==> src/rtl/ex_muldiv_pkg.sv <==
// Shared constants, state encoding and op-decode helpers for the RV32M multiply/divide unit.
package ex_muldiv_pkg;

    localparam int RegBus   = 32;
    localparam int AluOpBus = 8;

    localparam logic              RstEnable = 1'b1;
    localparam logic [RegBus-1:0] ZeroWord  = 32'h0000_0000;

    localparam logic [AluOpBus-1:0] EXE_MUL_OP    = 8'b0101_1000;
    localparam logic [AluOpBus-1:0] EXE_MULH_OP   = 8'b0101_1001;
    localparam logic [AluOpBus-1:0] EXE_MULHSU_OP = 8'b0101_1010;
    localparam logic [AluOpBus-1:0] EXE_MULHU_OP  = 8'b0101_1011;
    localparam logic [AluOpBus-1:0] EXE_DIV_OP    = 8'b0101_1100;
    localparam logic [AluOpBus-1:0] EXE_DIVU_OP   = 8'b0101_1101;
    localparam logic [AluOpBus-1:0] EXE_REM_OP    = 8'b0101_1110;
    localparam logic [AluOpBus-1:0] EXE_REMU_OP   = 8'b0101_1111;

    typedef enum logic [1:0] {
        MD_IDLE = 2'd0,
        MD_MUL  = 2'd1,
        MD_DIV  = 2'd2,
        MD_DONE = 2'd3
    } md_state_t;

    function automatic logic is_m_op(input logic [AluOpBus-1:0] op);
        return op inside {EXE_MUL_OP, EXE_MULH_OP, EXE_MULHSU_OP, EXE_MULHU_OP,
                          EXE_DIV_OP, EXE_DIVU_OP, EXE_REM_OP, EXE_REMU_OP};
    endfunction

    function automatic logic is_div_op(input logic [AluOpBus-1:0] op);
        return op inside {EXE_DIV_OP, EXE_DIVU_OP, EXE_REM_OP, EXE_REMU_OP};
    endfunction

    function automatic logic is_rem_op(input logic [AluOpBus-1:0] op);
        return op inside {EXE_REM_OP, EXE_REMU_OP};
    endfunction

    // MULHSU is the only op whose two operands differ in signedness.
    function automatic logic op1_signed(input logic [AluOpBus-1:0] op);
        return op inside {EXE_MUL_OP, EXE_MULH_OP, EXE_MULHSU_OP, EXE_DIV_OP, EXE_REM_OP};
    endfunction

    function automatic logic op2_signed(input logic [AluOpBus-1:0] op);
        return op inside {EXE_MUL_OP, EXE_MULH_OP, EXE_DIV_OP, EXE_REM_OP};
    endfunction

endpackage

==> src/rtl/muldiv_div_core.sv <==
// Iterative radix-2 restoring divider on unsigned magnitudes; 32 steps after start.
module muldiv_div_core
    import ex_muldiv_pkg::*;
(
    input  logic              clk,
    input  logic              rst,
    input  logic              start,
    input  logic              abort,
    input  logic [RegBus-1:0] dividend,
    input  logic [RegBus-1:0] divisor,
    output logic              done,
    output logic [RegBus-1:0] quotient,
    output logic [RegBus-1:0] remainder
);

    logic              busy;
    logic [4:0]        step;
    logic [RegBus-1:0] quo_q;
    logic [RegBus-1:0] rem_q;
    logic [RegBus-1:0] div_q;

    logic [RegBus:0]   partial;
    logic [RegBus+1:0] diff;
    logic [RegBus-1:0] quo_next;
    logic [RegBus-1:0] rem_next;

    // The dividend shifts out of quo_q's top while quotient bits shift in at the bottom.
    always_comb begin
        partial = {rem_q, quo_q[RegBus-1]};
        diff    = {1'b0, partial} - {2'b00, div_q};
        if (diff[RegBus+1]) begin
            rem_next = partial[RegBus-1:0];
            quo_next = {quo_q[RegBus-2:0], 1'b0};
        end else begin
            rem_next = diff[RegBus-1:0];
            quo_next = {quo_q[RegBus-2:0], 1'b1};
        end
    end

    // Results are presented during the final step so the caller can latch them on the same edge.
    assign done      = busy && (step == 5'd31) && !abort;
    assign quotient  = quo_next;
    assign remainder = rem_next;

    always_ff @(posedge clk) begin
        if (rst == RstEnable || abort) begin
            busy  <= 1'b0;
            step  <= 5'd0;
            quo_q <= ZeroWord;
            rem_q <= ZeroWord;
            div_q <= ZeroWord;
        end else if (start) begin
            busy  <= 1'b1;
            step  <= 5'd0;
            quo_q <= dividend;
            rem_q <= ZeroWord;
            div_q <= divisor;
        end else if (busy) begin
            quo_q <= quo_next;
            rem_q <= rem_next;
            step  <= step + 5'd1;
            if (step == 5'd31) begin
                busy <= 1'b0;
            end
        end
    end

endmodule

==> src/rtl/ex_muldiv.sv <==
// RV32M multiply/divide unit for EX: stalls the pipeline until a one-cycle ready_o pulse.
// Define MULDIV_FAST_MUL_EN for a single-cycle multiplier instead of the 32-cycle shift-add.
module ex_muldiv
    import ex_muldiv_pkg::*;
(
    input  logic                clk,
    input  logic                rst,
    input  logic                start_i,
    input  logic                annul_i,
    input  logic [AluOpBus-1:0] aluop_i,
    input  logic [RegBus-1:0]   op1_i,
    input  logic [RegBus-1:0]   op2_i,
    output logic [RegBus-1:0]   result_o,
    output logic                ready_o,
    output logic                stallreq_o
);

    md_state_t           state;
    logic [5:0]          counter;
    logic [AluOpBus-1:0] aluop_q;
    logic                neg_q;
    logic                neg_r;

    logic                accept;
    logic                op_is_div;
    logic                op_is_rem;
    logic                sign1;
    logic                sign2;
    logic [RegBus-1:0]   mag1;
    logic [RegBus-1:0]   mag2;
    logic                div_zero;
    logic                div_ovf;

    logic                div_start;
    logic                div_done;
    logic [RegBus-1:0]   div_quo;
    logic [RegBus-1:0]   div_rem;
    logic [RegBus-1:0]   quo_fixed;
    logic [RegBus-1:0]   rem_fixed;

    assign accept    = start_i && !annul_i && is_m_op(aluop_i);
    assign op_is_div = is_div_op(aluop_i);
    assign op_is_rem = is_rem_op(aluop_i);
    assign sign1     = op1_signed(aluop_i) && op1_i[RegBus-1];
    assign sign2     = op2_signed(aluop_i) && op2_i[RegBus-1];
    assign mag1      = sign1 ? (ZeroWord - op1_i) : op1_i;
    assign mag2      = sign2 ? (ZeroWord - op2_i) : op2_i;
    assign div_zero  = (op2_i == ZeroWord);
    assign div_ovf   = op_is_div && op2_signed(aluop_i) &&
                       (op1_i == 32'h8000_0000) && (op2_i == 32'hFFFF_FFFF);

    assign div_start = (state == MD_IDLE) && accept && op_is_div && !div_zero && !div_ovf;

    muldiv_div_core u_div_core (
        .clk       (clk),
        .rst       (rst),
        .start     (div_start),
        .abort     (annul_i),
        .dividend  (mag1),
        .divisor   (mag2),
        .done      (div_done),
        .quotient  (div_quo),
        .remainder (div_rem)
    );

    // Quotient sign follows the operand signs; remainder follows the dividend.
    assign quo_fixed = neg_q ? (ZeroWord - div_quo) : div_quo;
    assign rem_fixed = neg_r ? (ZeroWord - div_rem) : div_rem;

`ifdef MULDIV_FAST_MUL_EN
    logic [63:0] wide1;
    logic [63:0] wide2;
    logic [63:0] fast_product;

    // Sign-extending to 64 bits gives the signed 33x33 product in the low 64 bits.
    assign wide1        = {{32{sign1}}, op1_i};
    assign wide2        = {{32{sign2}}, op2_i};
    assign fast_product = wide1 * wide2;
`else
    logic [63:0]       acc;
    logic [63:0]       mcand;
    logic [RegBus-1:0] mplier;
    logic [63:0]       acc_next;
    logic [63:0]       product;

    assign acc_next = acc + (mplier[0] ? mcand : 64'd0);
    assign product  = neg_q ? (64'd0 - acc_next) : acc_next;
`endif

    assign stallreq_o = (rst != RstEnable) && !annul_i &&
                        (((state == MD_IDLE) && accept) || (state == MD_MUL) || (state == MD_DIV));

    always_ff @(posedge clk) begin
        if (rst == RstEnable) begin
            state    <= MD_IDLE;
            counter  <= 6'd0;
            aluop_q  <= '0;
            neg_q    <= 1'b0;
            neg_r    <= 1'b0;
            result_o <= ZeroWord;
            ready_o  <= 1'b0;
        end else if (annul_i) begin
            state   <= MD_IDLE;
            counter <= 6'd0;
            ready_o <= 1'b0;
        end else begin
            ready_o <= 1'b0;
            case (state)
                MD_IDLE: begin
                    if (accept) begin
                        aluop_q <= aluop_i;
                        counter <= 6'd0;
                        neg_q   <= sign1 ^ sign2;
                        neg_r   <= sign1;
                        if (op_is_div) begin
                            if (div_zero) begin
                                result_o <= op_is_rem ? op1_i : 32'hFFFF_FFFF;
                                ready_o  <= 1'b1;
                                state    <= MD_DONE;
                            end else if (div_ovf) begin
                                result_o <= op_is_rem ? ZeroWord : 32'h8000_0000;
                                ready_o  <= 1'b1;
                                state    <= MD_DONE;
                            end else begin
                                state <= MD_DIV;
                            end
                        end else begin
`ifdef MULDIV_FAST_MUL_EN
                            result_o <= (aluop_i == EXE_MUL_OP) ? fast_product[31:0] : fast_product[63:32];
                            ready_o  <= 1'b1;
                            state    <= MD_DONE;
`else
                            acc    <= 64'd0;
                            mcand  <= {32'd0, mag1};
                            mplier <= mag2;
                            state  <= MD_MUL;
`endif
                        end
                    end
                end
                MD_DIV: begin
                    counter <= counter + 6'd1;
                    if (div_done) begin
                        result_o <= is_rem_op(aluop_q) ? rem_fixed : quo_fixed;
                        ready_o  <= 1'b1;
                        state    <= MD_DONE;
                    end
                end
`ifdef MULDIV_FAST_MUL_EN
`else
                MD_MUL: begin
                    acc     <= acc_next;
                    mcand   <= {mcand[62:0], 1'b0};
                    mplier  <= {1'b0, mplier[RegBus-1:1]};
                    counter <= counter + 6'd1;
                    if (counter == 6'd31) begin
                        result_o <= (aluop_q == EXE_MUL_OP) ? product[31:0] : product[63:32];
                        ready_o  <= 1'b1;
                        state    <= MD_DONE;
                    end
                end
`endif
                MD_DONE: begin
                    state <= MD_IDLE;
                end
                default: begin
                    state <= MD_IDLE;
                end
            endcase
        end
    end

endmodule

==> config.mk <==
export PLATFORM = sky130hd
export DESIGN_NAME = ex_muldiv
export DESIGN_NICKNAME = d
export VERILOG_FILES = /design/src/rtl/ex_muldiv_pkg.sv /design/src/rtl/muldiv_div_core.sv /design/src/rtl/ex_muldiv.sv
export SDC_FILE = /design/constraint.sdc
export NUM_CORES = 1
export LEC_CHECK = 0
export ABC_AREA = 1
export CORE_MARGIN = 4
export CORE_UTILIZATION = 52
export DETAILED_ROUTE_END_ITERATION = 10
export DONT_BUFFER_PORTS = 1
export PLACE_DENSITY_LB_ADDON = 0.1
export SLEW_MARGIN = 10
export SYNTH_ARGS = -nofsm -noshare
export SYNTH_HDL_FRONTEND = slang
export SYNTH_SLANG_ARGS = --single-unit
==> constraint.sdc <==
create_clock -name clk -period 20.4 [get_ports clk]
set_input_delay 4.08 -clock clk [delete_from_list [all_inputs] [get_ports clk]]
set_output_delay 4.08 -clock clk [all_outputs]
set_load 0.05 [all_outputs]
==> key figures <==
Run
  – Max_cap viols: 0

CTS
  – Post_cts resized: 0
  – CTS max path bufs: 3
  – Clock Pin Slew Worst Setup and Hold Paths: 60 ps
  – # hold bufs at CTS: 0
  – Worst-Skew Late Latency: 590 ps
  – Cts bufs inserted: 39
  – Clock sink count: 313
  – Htree depth: 2
  – # Post-CTS Setup Buffers: 0
  – Cell at the root of the clock tree: clkbuf_16
  – CTS tree: built

GRT
  – Initial antenna violation count: 2
  – Met3 usage: 7.427%
  – Total track usage: 34.91%
  – First-pass GRT wire length: 160900 um
  – Met1 GRT Util: 42.37%
  – Pin count of the biggest net entering global routing: 79
  – Met2 Use GR: 57.72%
  – Grt ovf: 0
  – Number of global-route vias before repair: 27800
  – Global route hottest layer: met2

Finish
  – Final net count: 5012
  – Area growth from synthesis to layout: 6.685%
  – Fraction of layout cells with a size suffix above 1: 5.025%
  – Antenna diodes: 0

Critical path
  – Family with the most delay on the worst path: simple AND/OR/NAND/NOR gates
  – Worst-path cell chain: nor2_1, and3_1, inv_1, nor3_2, inv_1, nand2_1, nand3_1, nor2_2, clkinv_1, a31oi_2
  – Setup crit end kind: primary output
  – Crit-path max FO: 9
  – CP max stage delay: 770 ps
  – Crit Path Category: in -> out
  – Crit path required time: 16320 ps
  – Slowest CP cell: a31oi_2
  – Critical Path Most Common Cell: inv_1
  – Bufs and invs on worst path: 3
  – Critical Path Start Type: input port
  – Arrival @ worst endpoint: 6630 ps
  – CP startpoint: aluop_i[7]
  – Reg2reg start: u_div_core.div_q[6]$_SDFFE_PP0P_

STA
  – Setup-failing EPs final: 0
  – F_max: 93.38 MHz
  – Setup TNS: 0 ps
  – Final Skew: 23.42 ps
  – Final Hold Fails: 0
  – Min cycle time layout: 10710 ps
  – WHS: 443.5 ps
  – Rel. slew slack: 29.71%
  – Slew @ Worst Pin: 1054 ps
  – Final worst path period share: 52.50%
  – Final Slew Violations: 0
  – RSZ-0062 raised after global routing: no

Synth
  – Number of synthesized flops with an enable pin: 160
  – Adder-cell share of the synthesized area: 4.896%
  – Synth Warn #: 0
  – Syn Area/Cell: 5.861 um^2
  – Async SR Flop Fraction: 0%
  – Register area share after synthesis: 27.44%
  – Unique cell type count in the Yosys netlist: 53
  – Area of the mapped netlist: 28670 um^2
  – Post-Synth Simple-Gate Area: 41.91%
  – Xor/xnor share of the synthesized area: 2.439%
  – Mapped Cells: 4892
  – Ys flop type: edfxtp_1
  – Compound-gate portion of the synthesized area: 9.858%
  – Net Count, Synth: 5079
  – Largest family of logic cells by synthesized area: simple AND/OR/NAND/NOR gates
  – Multiplexer share of the synthesized area: 0%
  – Number of synthesized register bits: 313

Placed design
  – GP Congestion: 1.029
  – I/O Buffers: 0
  – Detailed Place HPWL: 85420 um

Power
  – Psw: 366.9 uW
  – Max VDD drop: 70.23 uV
  – Clock group share of total power: 51.1%
  – Seq pwr share: 44.1%
  – Leakage Power: 15.85 nW
  – Pint: 1.134 mW
  – Net switching fraction of the power: 24.44%
  – Comb pwr share: 4.7%
  – Pwr Density: 49.07 nW/um^2

Floorplan
  – FP Rows: 85
  – Die Y: 242.8 um
  – DIE WIDTH: 242.8 um
  – Core Area: 54240 um^2
  – Die area: 58960 um^2
  – Starting Density: 52.86%
  – # IOs: 110

Routing
  – Via Count: 30630
  – Iteration-0 DRC count of the detailed router: 3038
  – Total wire length: 107000 um
  – Antenna viol nets, final: 0
  – Wire length per cell: 19.27 um
  – Via-to-Cell Ratio: 5.517
  – Residual DRC: 0
  – 1st-pass router iterations: 7

Status
  – Status: finished, final reports clean

Hold path
  – HP Class: reg -> reg
  – Startpoint of the worst hold path: aluop_q[5]$_SDFFE_PP0P_
==> area by class of cell <==
| type | count | area (um^2) |
|---|---|---|
| Tap cell | 696 | 870.8 |
| Fill cell | 5717 | 23650 |
| Multi-Input combinational cell | 3573 | 16980 |
| Sequential cell | 313 | 7873 |
| Clock inverter | 29 | 321.6 |
| Inverter | 870 | 3268 |
| Clock buffer | 43 | 1065 |
| Timing Repair Buffer | 28 | 210.2 |
==> kinds of logic after synthesis <==
kind of cell | Yosys count
AOI/OAI and AO/OA | 520
xor gates and xnor gates | 79
adders and majority gates | 111
buffers and inverters | 1006
DFF | 313
and+or+nand+nor | 2863
==> worst reg2reg max path: cells and delay by family (launching register included) <==
family	cells	cell delay (ps)
and+or+nand+nor	22	3350
buffers and inverters	4	1020
AOI/OAI and AO/OA	3	350
adders and majority gates	2	680
DFF	1	300
==> layer usage <==
metal  up-vias  share of wire, %
li1      15204                 -
met1     13897                39
met2      1239                45
met3       288               8.6
met4         2               6.8
met5         -             0.012
==> power by group through the flow <==
| stage | Clock (mW) | Combinational [mW] | Sequential, mW |
|---|---|---|---|
| after detailed placement | 0 | 0.0692 | 0.676 |
| final | 0.768 | 0.0708 | 0.662 |
| after CTS | 0.774 | 0.0695 | 0.662 |
| after floorplan | 0 | 0.0478 | 0.676 |
| after global routing | 0.799 | 0.0775 | 0.662 |
| after global placement | 0 | 0.0690 | 0.676 |
==> metrics by stage <==
stage / power (mW) / util (%) / setup slack [ps] / cell area, um^2 / std cells
2_1_floorplan: 0.7243 / - / 3677 / 28670 / 4892
3_3_place_gp: 0.7451 / 53.84 / 9804 / 29200 / 5480
3_5_place_dp: 0.7453 / 53.84 / 9753 / 29200 / 5480
4_1_cts: 1.506 / 56.40 / 9753 / 30590 / 5552
5_1_grt: 1.539 / 56.40 / 9405 / 30590 / 5552
6_report: 1.501 / 56.40 / 9691 / 30590 / 5552
==> sequential cells by signal, indices dropped and copies added (netlist names), 5 cells and up <==
register / count
u_div_core.div_q: 32
counter: 6
aluop_q: 8
mplier: 32
mcand: 64
u_div_core.rem_q: 32
result_o: 32
u_div_core.quo_q: 32
acc: 64
u_div_core.step: 5
==> path summary, 6_finish.rpt <==
kind,end,slack [ps],cells after the start
max,stallreq_o,9690,10
min,aluop_q[5]$_SDFFE_PP0P_,440,2
max reg2reg,result_o[26]$_SDFFE_PP0P_,14570,31
min reg2reg,aluop_q[5]$_SDFFE_PP0P_,440,2
==> cells in the mapped netlist (2+ instances only) <==
| master | count | area, um^2 |
|---|---|---|
| nand2_1 | 1747 | 6558 |
| inv_1 | 855 | 3209 |
| nor2_1 | 476 | 1787 |
| nand3_1 | 356 | 1782 |
| a21oi_1 | 224 | 1121 |
| o21ai_0 | 174 | 870.8 |
| edfxtp_1 | 160 | 4805 |
| dfxtp_1 | 153 | 3063 |
| ha_1 | 109 | 1364 |
| clkbuf_1 | 99 | 371.6 |
| xor2_1 | 64 | 560.5 |
| nand4_1 | 62 | 387.9 |
| nor3_1 | 51 | 255.2 |
| a31oi_1 | 46 | 287.8 |
| nand2_2 | 45 | 281.5 |
| nor2_2 | 33 | 206.5 |
| o211ai_1 | 32 | 240.2 |
| nand3b_1 | 19 | 142.6 |
| buf_2 | 18 | 90.09 |
| o21ai_1 | 16 | 80.08 |
| nand3_2 | 15 | 150.1 |
| xnor2_1 | 14 | 122.6 |
| nor4_1 | 13 | 81.33 |
| buf_1 | 12 | 45.04 |
| inv_2 | 11 | 41.29 |
| or2_2 | 10 | 62.56 |
| nor2_4 | 8 | 90.09 |
| and2_1 | 6 | 37.54 |
| o21bai_1 | 6 | 45.04 |
| and3_1 | 5 | 31.28 |
| nand2_4 | 5 | 56.30 |
| nor3_2 | 5 | 50.05 |
| a221oi_1 | 4 | 35.03 |
| buf_6 | 4 | 45.04 |
| clkinv_1 | 4 | 15.01 |
| o21ai_2 | 4 | 35.03 |
| a21oi_2 | 3 | 26.28 |
| o221ai_1 | 3 | 26.28 |
| a211oi_1 | 2 | 15.01 |
| a21o_1 | 2 | 15.01 |
| and2_0 | 2 | 12.51 |
| fa_1 | 2 | 40.04 |
| nand3b_2 | 2 | 22.52 |
| o22ai_1 | 2 | 12.51 |
==> layout by cell type (no fill, tap or decap), types with 13 or more instances in the layout <==
cell and n:
o211ai_1 32, nor3_1 49, xnor2_1 14, ha_1 108, o21ai_1 16, nor4_1 13, clkbuf_16 42, edfxtp_1 160
nor2_2 35, a21oi_1 224, nand3_1 356, a31oi_1 45, nand3_2 15, xor2_1 64, nor2_1 474, nand2_2 46
nand3b_1 19, nand4_1 62, o21ai_0 174, inv_1 854, nand2_1 1746, buf_4 28, dfxtp_1 151
(Power assumes the default switching activity.)
==> variant: new RTL, config.mk and constraints unchanged <==
Re-encode `md_state_t` (4 states) as one-hot, 4 bits wide.
--- a/src/rtl/ex_muldiv_pkg.sv
+++ b/src/rtl/ex_muldiv_pkg.sv
@@ -17,9 +17,9 @@
     localparam logic [AluOpBus-1:0] EXE_REMU_OP   = 8'b0101_1111;
 
-    typedef enum logic [1:0] {
-        MD_IDLE = 2'd0,
-        MD_MUL  = 2'd1,
-        MD_DIV  = 2'd2,
-        MD_DONE = 2'd3
+    typedef enum logic [3:0] {
+        MD_IDLE = 4'b0001,
+        MD_MUL  = 4'b0010,
+        MD_DIV  = 4'b0100,
+        MD_DONE = 4'b1000
     } md_state_t;
 
Behaviour: same outputs for any inputs over 4 cycles, from zero or initial values and one cycle with rst high; so few cycles prove little.
==> variant against the original RTL <==
Maximum frequency grew 5.1%. Setup slack gained 520 ps. Via count grew 0.48%. Final area grew 1.5%. Largest cell class unchanged. Synthesized area grew 1.6%. Critical endpoint unchanged. Total power shrank 5.7%. Wire length shrank 0.79%. Largest power group unchanged. Critical path depth shrank 4. Sequential cell count grew 2. Register-to-register slack gained 1100 ps. Final cell count grew 2.2%. Synthesized cell count grew 1.4%.
==> variant: results (changes against the original RTL) <==
Placement
  • Detailed placement HPWL: 84.4 mm (was 85.4 mm)
  • DP Worst Slack: 10240 ps (was 9750 ps)

Route
  • 1st-pass router iterations: 6 (was 7)
  • Routed WL per cell: 18.7 µm (was 19.3 µm)

Cells and area
  • Ratio of cells with drive above 1 in the final layout: 5.20% (was 5.02%)
  • Layout Cells excl Fill: 5675 (was 5552)
  • Signal buffers share of area: 0.645% (was 0.687%)
  • Clkbuf count: 58 (was 43)
  • Multi-input gates: 3660 (was 3573)
  • Inverters, non-clock: 855 (was 870)
  • Clock network contribution to total cell area: 4.14% (was 4.53%)
  • Buffers outside the clock class: 25 (was 28)

Worst setup path
  • Number of cells on the worst reg-to-reg path: 28 (was 31)
  • R2r setup slk: 15640 ps (was 14570 ps)

Global route
  • Tot GR Track Use: 34.4% (was 34.9%)
  • First-pass GRT wire length: 161 mm (about the same)

Synthesis
  • Post-Synth XOR/XNOR Area: 2.74% (was 2.44%)
  • Synth area leaders: nand2_1 (23%), edfxtp_1 (16%), dfxtp_1 (11%), inv_1 (10%), nor2_1 (6.8%) (was nand2_1 (23%), edfxtp_1 (17%), inv_1 (11%), dfxtp_1 (11%), nor2_1 (6.2%))
  • Top cells by instance count after synthesis: nand2_1 (1754), inv_1 (810), nor2_1 (524) (was nand2_1 (1747), inv_1 (855), nor2_1 (476))
  • Synth Net Count: 5144 (was 5079)

Power
  • Leakage power: 16.1 nW (was 15.9 nW)

CTS
  • Clock Sinks: 315 (was 313)
  • TritonCTS buffer count: 40 (was 39)

Hold path
  • Worst hold endpoint: aluop_q[7] (was aluop_q[5])

Outcome
  • Run status: complete, no violations (unchanged)

Timing
  • Slew @ Worst Pin: 1070 ps (was 1050 ps)
  • Final setup skew: 36.8 ps (was 23.4 ps)
variant: cell types whose count changed after synthesis, sizes merged, moves of 7 or more:
cell    delta
clkbuf     -7
o21a       +8
a31oi      +9
xor2      +13
nor2      +46
inv       -16
nand3     +12
nor3       -9
nand4      -7
nor4       +8
variant: critical path: stages:
cell     delay [ps]
nor2_1           70
and3_1          210
nand4_1         120
nor2_1          550
nor2_1          240
nor2_1          830
variant: cell families (layout without fill, tap and decap cells):
logic type	Yosys count	count (layout)
buffers and inverters	987	952
adders and majority gates	106	106
DFF	315	315
and+or+nand+nor	2922	2922
xor gates and xnor gates	91	91
AOI/OAI and AO/OA	541	541
variant: worst max-delay path by stage:
stage,from,to,cells after the start
2_1_floorplan,rst,acc[0],4
6_report,aluop_i[7],stallreq_o,6
3_5_place_dp,aluop_i[7],stallreq_o,6
3_3_place_gp,aluop_i[7],stallreq_o,6
5_1_grt,aluop_i[7],stallreq_o,6
4_1_cts,aluop_i[7],stallreq_o,6
variant: report_power, final:
group / switching, mW / total (mW) / internal (mW)
combinational: 0.0328 / 0.0458 / 0.0129
clock: 0.304 / 0.707 / 0.403
sequential: 0.000354 / 0.662 / 0.662
variant: through the flow:
step                      area [µm²]  hold slack (ps)
after detailed placement       29800              429
final                          31000              440
after global routing           31000              484
after global placement         29800              428
after floorplan                29100              419
after CTS                      31000              439
variant: layer usage:
| metal | track usage, % | share of wire (%) | vias up |
|---|---|---|---|
| li1 | - | - | 15500 |
| met1 | 43.0 | 41 | 13900 |
| met2 | 56.2 | 45 | 1144 |
| met3 | 6.03 | 7.6 | 283 |
| met4 | 19.2 | 6.7 | 0 |
| met5 | 0 | 0 | - |
